<file path="src/rtl/arp_pkg.sv">
// Shared definitions for the ARP receive path: frame field offsets,
// protocol constants, the parser state encoding and byte-select helpers.
package arp_pkg;

  localparam logic [5:0] ETH_TYPE    = 6'd12;
  localparam logic [5:0] ARP_OPER    = 6'd20;
  localparam logic [5:0] ARP_SHA     = 6'd22;
  localparam logic [5:0] ARP_SPA     = 6'd28;
  localparam logic [5:0] ARP_TPA     = 6'd38;
  localparam logic [5:0] ARP_MIN_LEN = 6'd42;

  localparam logic [15:0] ETHERTYPE_ARP = 16'h0806;
  localparam logic [15:0] HTYPE_ETH     = 16'h0001;
  localparam logic [15:0] PTYPE_IPV4    = 16'h0800;
  localparam logic [15:0] OPER_REQUEST  = 16'h0001;
  localparam logic [7:0]  HLEN_ETH      = 8'h06;
  localparam logic [7:0]  PLEN_IPV4     = 8'h04;

  typedef enum logic [1:0] {
    ST_WAIT_GAP = 2'd0,
    ST_IDLE     = 2'd1,
    ST_RECV     = 2'd2,
    ST_DROP     = 2'd3
  } arp_state_e;

  // Byte sel of a MAC address, byte 0 being the most significant.
  function automatic logic [7:0] mac_byte(input logic [47:0] mac, input logic [2:0] sel);
    case (sel)
      3'd0:    mac_byte = mac[47:40];
      3'd1:    mac_byte = mac[39:32];
      3'd2:    mac_byte = mac[31:24];
      3'd3:    mac_byte = mac[23:16];
      3'd4:    mac_byte = mac[15:8];
      3'd5:    mac_byte = mac[7:0];
      default: mac_byte = 8'h00;
    endcase
  endfunction

  function automatic logic [7:0] ip_byte(input logic [31:0] ip, input logic [1:0] sel);
    case (sel)
      2'd0:    ip_byte = ip[31:24];
      2'd1:    ip_byte = ip[23:16];
      2'd2:    ip_byte = ip[15:8];
      2'd3:    ip_byte = ip[7:0];
      default: ip_byte = 8'h00;
    endcase
  endfunction

endpackage

</file>
<file path="src/rtl/arp_rx_parser.sv">
// Byte-serial ARP request detector: validates header fields by byte index and
// publishes the requester's SHA/SPA with a one-cycle ARP_SEND pulse.
module arp_rx_parser
  import arp_pkg::*;
(
  input  logic        ARESET,
  input  logic        CLK_RX,
  input  logic [47:0] MY_MAC,
  input  logic [31:0] MY_IPV4,
  input  logic        DATA_VALID_RX,
  input  logic [7:0]  DATA_RX,
  output logic        ARP_SEND,
  output logic [47:0] SOURCE_MAC,
  output logic [31:0] SOURCE_IP
);

  arp_state_e  state_r;
  logic [5:0]  idx_r;
  logic        bcast_ok_r;
  logic        ucast_ok_r;
  logic [47:0] sha_r;
  logic [31:0] spa_r;

  logic [5:0]  idx_s;
  logic [1:0]  tpa_sel_s;
  logic        bcast_s;
  logic        ucast_s;
  logic        byte_ok_s;
  logic        in_sha_s;
  logic        in_spa_s;
  logic [5:0]  idx_next_s;

  // Per-byte field check; IDLE evaluates the first byte at index 0 with fresh flags.
  always_comb begin
    idx_s      = (state_r == ST_IDLE) ? 6'd0 : idx_r;
    tpa_sel_s  = 2'(idx_s - ARP_TPA);
    bcast_s    = (state_r == ST_IDLE) ? 1'b1 : bcast_ok_r;
    ucast_s    = (state_r == ST_IDLE) ? 1'b1 : ucast_ok_r;
    byte_ok_s  = 1'b1;
    in_sha_s   = (idx_s >= ARP_SHA) && (idx_s < ARP_SPA);
    in_spa_s   = (idx_s >= ARP_SPA) && (idx_s < (ARP_SPA + 6'd4));
    idx_next_s = (idx_s == 6'd63) ? 6'd63 : (idx_s + 6'd1);
    case (idx_s)
      6'd0, 6'd1, 6'd2, 6'd3, 6'd4, 6'd5: begin
        bcast_s   = bcast_s & (DATA_RX == 8'hFF);
        ucast_s   = ucast_s & (DATA_RX == mac_byte(MY_MAC, idx_s[2:0]));
        byte_ok_s = bcast_s | ucast_s;
      end
      ETH_TYPE:          byte_ok_s = (DATA_RX == ETHERTYPE_ARP[15:8]);
      ETH_TYPE + 6'd1:   byte_ok_s = (DATA_RX == ETHERTYPE_ARP[7:0]);
      ETH_TYPE + 6'd2:   byte_ok_s = (DATA_RX == HTYPE_ETH[15:8]);
      ETH_TYPE + 6'd3:   byte_ok_s = (DATA_RX == HTYPE_ETH[7:0]);
      ETH_TYPE + 6'd4:   byte_ok_s = (DATA_RX == PTYPE_IPV4[15:8]);
      ETH_TYPE + 6'd5:   byte_ok_s = (DATA_RX == PTYPE_IPV4[7:0]);
      ETH_TYPE + 6'd6:   byte_ok_s = (DATA_RX == HLEN_ETH);
      ETH_TYPE + 6'd7:   byte_ok_s = (DATA_RX == PLEN_IPV4);
      ARP_OPER:          byte_ok_s = (DATA_RX == OPER_REQUEST[15:8]);
      ARP_OPER + 6'd1:   byte_ok_s = (DATA_RX == OPER_REQUEST[7:0]);
      ARP_TPA, ARP_TPA + 6'd1, ARP_TPA + 6'd2, ARP_TPA + 6'd3:
                         byte_ok_s = (DATA_RX == ip_byte(MY_IPV4, tpa_sel_s));
      default:           byte_ok_s = 1'b1;
    endcase
  end

  // Parser FSM with shadow capture and registered outputs.
  always_ff @(posedge CLK_RX or posedge ARESET) begin
    if (ARESET) begin
      state_r    <= ST_WAIT_GAP;
      idx_r      <= 6'd0;
      bcast_ok_r <= 1'b0;
      ucast_ok_r <= 1'b0;
      sha_r      <= 48'd0;
      spa_r      <= 32'd0;
      ARP_SEND   <= 1'b0;
      SOURCE_MAC <= 48'd0;
      SOURCE_IP  <= 32'd0;
    end else begin
      ARP_SEND <= 1'b0;
      case (state_r)
        ST_WAIT_GAP: begin
          state_r <= DATA_VALID_RX ? ST_WAIT_GAP : ST_IDLE;
        end
        ST_IDLE: begin
          if (DATA_VALID_RX) begin
            idx_r      <= idx_next_s;
            bcast_ok_r <= bcast_s;
            ucast_ok_r <= ucast_s;
            state_r    <= byte_ok_s ? ST_RECV : ST_DROP;
          end else begin
            state_r <= ST_IDLE;
          end
        end
        ST_RECV: begin
          if (DATA_VALID_RX) begin
            idx_r      <= idx_next_s;
            bcast_ok_r <= bcast_s;
            ucast_ok_r <= ucast_s;
            sha_r      <= in_sha_s ? {sha_r[39:0], DATA_RX} : sha_r;
            spa_r      <= in_spa_s ? {spa_r[23:0], DATA_RX} : spa_r;
            state_r    <= byte_ok_s ? ST_RECV : ST_DROP;
          end else if (idx_r >= ARP_MIN_LEN) begin
            ARP_SEND   <= 1'b1;
            SOURCE_MAC <= sha_r;
            SOURCE_IP  <= spa_r;
            state_r    <= ST_IDLE;
          end else begin
            state_r <= ST_IDLE;
          end
        end
        ST_DROP: begin
          state_r <= DATA_VALID_RX ? ST_DROP : ST_IDLE;
        end
        default: begin
          state_r <= ST_WAIT_GAP;
        end
      endcase
    end
  end

endmodule

</file>
<file path="config.mk">
export PLATFORM = sky130hd
export DESIGN_NAME = arp_rx_parser
export DESIGN_NICKNAME = d
export VERILOG_FILES = /design/src/rtl/arp_pkg.sv /design/src/rtl/arp_rx_parser.sv
export SDC_FILE = /design/constraint.sdc
export NUM_CORES = 1
export LEC_CHECK = 0
export BUFFER_PORTS_ARGS = -buffer_cell sky130_fd_sc_hd__buf_2
export CAP_MARGIN = 20
export CORE_MARGIN = 4
export CORE_UTILIZATION = 50
export CTS_BUF_LIST = sky130_fd_sc_hd__clkbuf_8
export DETAILED_ROUTE_END_ITERATION = 8
export GPL_ROUTABILITY_DRIVEN = 0
export PLACE_DENSITY = 0.78
export SLEW_MARGIN = 20
export SYNTH_ARGS = -nofsm -noshare
export SYNTH_HDL_FRONTEND = slang
export SYNTH_SLANG_ARGS = --single-unit
export TNS_END_PERCENT = 5
</file>
<file path="constraint.sdc">
create_clock -name CLK_RX -period 5.5 [get_ports CLK_RX]
set_input_delay 0.55 -clock CLK_RX [delete_from_list [all_inputs] [get_ports CLK_RX]]
set_output_delay 0.55 -clock CLK_RX [all_outputs]
set_load 0.02 [all_outputs]
</file>
# Word-level counts from Yosys, hierarchy flattened

Cells that the tools add are included.

Output and inout bits: 81
Flip-flop bits (word level): 171
Input port bits: 91

Multiplexer cells: 19
Reduce and logical (&&, ||, !) cells: 18
Equality and inequality tests: 38
Bitwise gates (word level): 4
$add $sub $neg: 2
Order comparisons: 5

Operator list:

| cell                                                                                 | count |
|---|---|
| 8-bit case mux with 6 select lines                                                   | 1 |
| 6-bit by 5-bit equality test with 1-bit output (second input constant)               | 6 |
| 8-bit case mux with 4 select lines                                                   | 1 |
| 6-bit equality test (second input constant)                                          | 5 |
| 6-bit by 4-bit equality test with 1-bit output (second input constant)               | 4 |
| 8-bit by 3-bit equality test with 1-bit output (second input constant)               | 2 |
| 8-bit equality test                                                                  | 2 |
| 8-bit two-way mux                                                                    | 2 |
| 6-bit by 2-bit equality test with 1-bit output (second input constant)               | 2 |
| 6-bit by 3-bit equality test with 1-bit output (second input constant)               | 2 |
| 6-bit by 5-bit greater-or-equal comparator with 1-bit output (second input constant) | 2 |
| 6-bit two-way mux                                                                    | 2 |
| 1-bit two-way mux                                                                    | 9 |
| 3-bit AND reduction                                                                  | 3 |
| 2-bit equality test (second input constant)                                          | 4 |
| 8-bit by 1-bit equality test with 1-bit output (second input constant)               | 1 |
| 8-bit by 4-bit equality test with 1-bit output (second input constant)               | 1 |
| 8-bit equality test (second input constant)                                          | 1 |
| 8-bit zero test                                                                      | 1 |
| 2-bit OR reduction                                                                   | 4 |
| 1-bit case mux with 7 select lines                                                   | 1 |
| 6-bit by 1-bit adder with 6-bit output (second input constant)                       | 1 |
| 3-bit by 2-bit equality test with 1-bit output (second input constant)               | 2 |
| 3-bit equality test (second input constant)                                          | 2 |
| other kinds (20)                                                                     | 25 |

# Logic depth before layout (Yosys ltp)

Word-level depth: 12
Mapped depth: 16
Gate-level depth less buffers: 13

# Worst setup path after synthesis

OpenSTA, ideal clock, no wires.

Path kind: flip-flop to flip-flop
Start point: register state_r[1]
End point: register state_r[0]
Clock period less this slack: 2667 ps
Cell stages (with the launch flop): 16
Path slack: 2833 ps
Data arrival time: 2538 ps
Buffers on the path: 3
Cells stage by stage: dfrtp_1 -> inv_1 -> ha_1 -> buf_6 -> nor2b_1 -> inv_1 -> ha_1 -> clkbuf_1 -> buf_2 -> a222oi_1 -> nand2_1 -> o21ai_1 -> a21oi_1 -> o32ai_1 -> o22a_1 -> a31oi_1

Word-level cells in the longest chain between the ends: 12
Elaborated cells on any way between the ends: 58
Those cells by class: add/sub (1); eq/ne (32); mux (11); bitwise (3); reduce/logical (11)

RTL lines:

| element                                        | RTL line                                  | text |
|---|---|---|
| from (decl)                                    | arp_rx_parser.sv:17                       | `arp_state_e state_r;` |
| from (signal assigned)                         | arp_rx_parser.sv:81                       | `state_r <= DATA_VALID_RX ? ST_WAIT_GAP : ST_IDLE;` |
| from (signal assigned)                         | arp_rx_parser.sv:88                       | `state_r <= byte_ok_s ? ST_RECV : ST_DROP;` |
| from (signal assigned)                         | arp_rx_parser.sv:100                      | `state_r <= byte_ok_s ? ST_RECV : ST_DROP;` |
| 2-bit by 1-bit equality test with 1-bit output | n/a                                       |  |
| 6-bit two-way mux                              | arp_rx_parser.sv:35                       | `idx_s = (state_r == ST_IDLE) ? 6'd0 : idx_r;` |
| 3-bit equality test (tied with other cells)    | arp_pkg.sv:28                             | `case (sel)` |
| 8-bit case mux with 6 select lines             | arp_pkg.sv:28                             |  |
| 8-bit two-way mux                              | arp_rx_parser.sv:43                       | `case (idx_s)` |
| 8-bit equality test                            | arp_rx_parser.sv:46                       | `ucast_s = ucast_s & (DATA_RX == mac_byte(MY_MAC, idx_s[2:0]));` |
| 1-bit AND                                      | arp_rx_parser.sv:46                       |  |
| 1-bit OR                                       | arp_rx_parser.sv:47                       | `byte_ok_s = bcast_s \| ucast_s;` |
| 1-bit case mux with 7 select lines             | arp_rx_parser.sv:43                       |  |
| 1-bit two-way mux                              | arp_rx_parser.sv:88, arp_rx_parser.sv:100 |  |
| 2-bit two-way mux                              | arp_rx_parser.sv:84                       | `if (DATA_VALID_RX) begin` |
| 2-bit case mux with 3 select lines (*)         | arp_rx_parser.sv:79                       | `case (state_r)` |

Mark *: on every way between the ends. The rest lies on a longest branch, timed or not. The select of a mux whose other input is x is not followed.
A chain may end at the register's enable or synchronous reset.

# Worst setup path in the final report

Same ends and word-level chain as after synthesis.

==> run metrics <==
status finished, final reports clean; largest net degree at the start of global routing 121; Mean Syn Cell Area 13.11 um2; Pre-Repair DR Iteration Count 5; die area 17360 um2; clock slew seen by the registers of the worst setup and hold paths 0.08 ns; Vias/cell 5.741; Clock Skew 0.01282 ns; Post-CTS Setup Bufs 0; CTS Hold Bufs 0; initial antenna violation count 0; TritonCTS sink count 171; ys flop type dfrtp_1; Final nets 837; switching share of power 33.13%; Max clock buf depth 2; CP endpoint kind flip-flop; register area share after synthesis 55.89%; crit path kind flip-flop to flip-flop; Distinct cells, synth 56; hold crit path type primary input to asynchronous set/reset pin; Synth-to-Final Area Change 18.17%; relative slew slack 28.95%; Syn Nets 684; # fillers 1132; Setup TNS 0 ns; Max Slew Vio Count 0; power per cell area 369.1 nW/um2; Die X 131.7 um; vias in the first global route 5484; Core Area 14750 um2; Avg WL per Cell 18.74 um; share of layout cells above drive strength 1 47.59%; Synth Instances 584; startpoint types flip-flop; first-pass GRT wire length 28.20 mm; CP Max Fanout 26; number of synthesized register bits 171; GRT Util Overall 19.91%; share of power burned in combinational logic 30.7%; row cnt 44; Internal Power 2233 uW; Clk pwr share 29.1%; initial core utilization 51.89%; final hold viol count 0; Port Buffer Count 171; leading area contributor after synthesis dfrtp_1; static leakage 0.004850 uW; Post-synth EDFFs 0; CTS tree yes; total CTS buffers 17; area share of the largest cell type after synthesis 55.89%; Util after Layout 61.32%; cts repair resizes 0; ys async rst share 100.0%; multi-input logic area 3147 um2; Clk Latency, worst-skew pair 0.44 ns; GR Overflow Total 0; minimum clock period 3.905 ns; Max Cap Violations 0; Synth Warn # 0; I/O pins 172; Routed Antenna Nets 0; Synth area leaders dfrtp_1 56%, mux2_2 21%, mux2_1 1.9%; Flop pwr share 40.3%; H-tree levels 4; final setup vio count 0; vias 5351; CTS Root Cell clkbuf_8; # DRC 0; die height 131.7 um; WL final 17.47 mm; worst path required time 5.82 ns; Mapped Area 7656 um2; Detailed Place HPWL 12.22 mm; Fmax 256.1 MHz; switching power 1106 uW; initial DRC count 301; period utilisation layout 71.01%; RSZ-0062 raised after global routing false; most instantiated library cell after synthesis dfrtp_1; ant diodes 0; register area 4279 um2; WP data arrival 4.22 ns; Slew @ Worst Pin 1.066 ns; VDD IR max 0.2830 mV; synth cell count leaders 171 x dfrtp_1, 145 x mux2_2, 19 x nor2_1
-- stage by stage --
step                cells  setup WS, ns  area [um2]  power, uW  hold WS (ns)
global placement      902         2.090        8594       2310        0.4611
global route          932         1.285        9047       3528        0.3112
floorplan             584        0.3182        7656       2163        0.4585
detailed placement    902         1.744        8594       2369        0.4714
finish                932         1.595        9047       3340        0.2524
CTS                   932         1.721        9040       3335        0.3935
-- state kept, by name, indices dropped and copies added, names as in the netlist --
name / count
sha_r: 48
SOURCE_MAC: 48
SOURCE_IP: 32
spa_r: 32
idx_r: 6
state_r: 2
ARP_SEND: 1
bcast_ok_r: 1
ucast_ok_r: 1
-- layer usage --
metal / vias to the layer above / GRT usage (%) / routed length (um) / part of all wire [%]
met1: 2628 / 24.28 / 7042 / 40
met3: 32 / 5.076 / 1246 / 7.1
met2: 252 / 34.50 / 8798 / 50
met4: 0 / 7.001 / 382 / 2.2
met5: - / 0 / 0 / 0
li1: 2439 / - / - / -
-- cell families (layout without fill, tap and decap cells) --
logic type      count (synthesis)  in the layout  synth area share (%)
compound gates                 92             92                 8.678
xor+xnor                       11             11                 1.258
fa+ha+maj                       9              9                 1.471
buf+inv                        57            221                 3.268
flops                         171            171                 55.89
mux                           160            160                 23.63
simple gates                   84             84                 5.802
-- final timing paths --
path                           startpoint        endpoint  slack, ns  cells after the start
max in group asynchronous          ARESET       spa_r[19]       4.04                      3
max                            state_r[1]      state_r[0]       1.59                     11
min in group CLK_RX         DATA_VALID_RX      state_r[1]       0.45                      2
min reg2reg                SOURCE_MAC[45]  SOURCE_MAC[45]       0.48                      1
min                                ARESET   SOURCE_IP[27]       0.25                      2
max reg2reg                    state_r[1]      state_r[0]       1.59                     11
-- placed cells by master, fill, tap and decap left out, types with 6 or more instances in the layout --
cell,synthesis,routed
dfrtp_1,171,171
buf_2,17,171
mux2_2,145,145
nor2_1,19,19
clkbuf_8,0,18
inv_1,18,17
o21ai_0,15,15
nand2_1,16,15
a22oi_1,15,15
mux2_1,13,13
a21oi_1,12,12
ha_1,9,9
nand3_1,9,8
a222oi_1,8,8
a221oi_1,8,8
nor3_1,7,7
a31oi_1,6,6
xnor2_1,6,6
-- critical path, cell delays in order, from the launching register on --
cell and delay [ns]:
dfrtp_1 0.42, inv_1 0.10, ha_1 0.52, inv_1 0.19, nand2_1 0.19, ha_1 0.81
nor2_1 0.17, o22ai_1 0.20, nand4_1 0.39, nor4b_1 0.51, o22a_1 0.19, a31oi_1 0.08
-- layout make-up --
| cell class | count | area share (%) |
|---|---|---|
| sequential | 171 | 47.30 |
| tap | 184 | 2.545 |
| timing repair buffer | 173 | 9.625 |
| clock inverter | 12 | 2.185 |
| clock buffer | 18 | 2.738 |
| multi-input combinational | 356 | 34.78 |
| inverter | 18 | 0.8298 |
-- power by group through the flow --
stage / registers [uW] / logic (uW) / clock network (uW)
3_3_place_gp: 1360 / 945 / 0
3_5_place_dp: 1370 / 1000 / 0
2_1_floorplan: 1340 / 827 / 0
4_1_cts: 1340 / 1000 / 988
6_report: 1350 / 1020 / 971
5_1_grt: 1350 / 1130 / 1050
(Power assumes the default switching activity.)
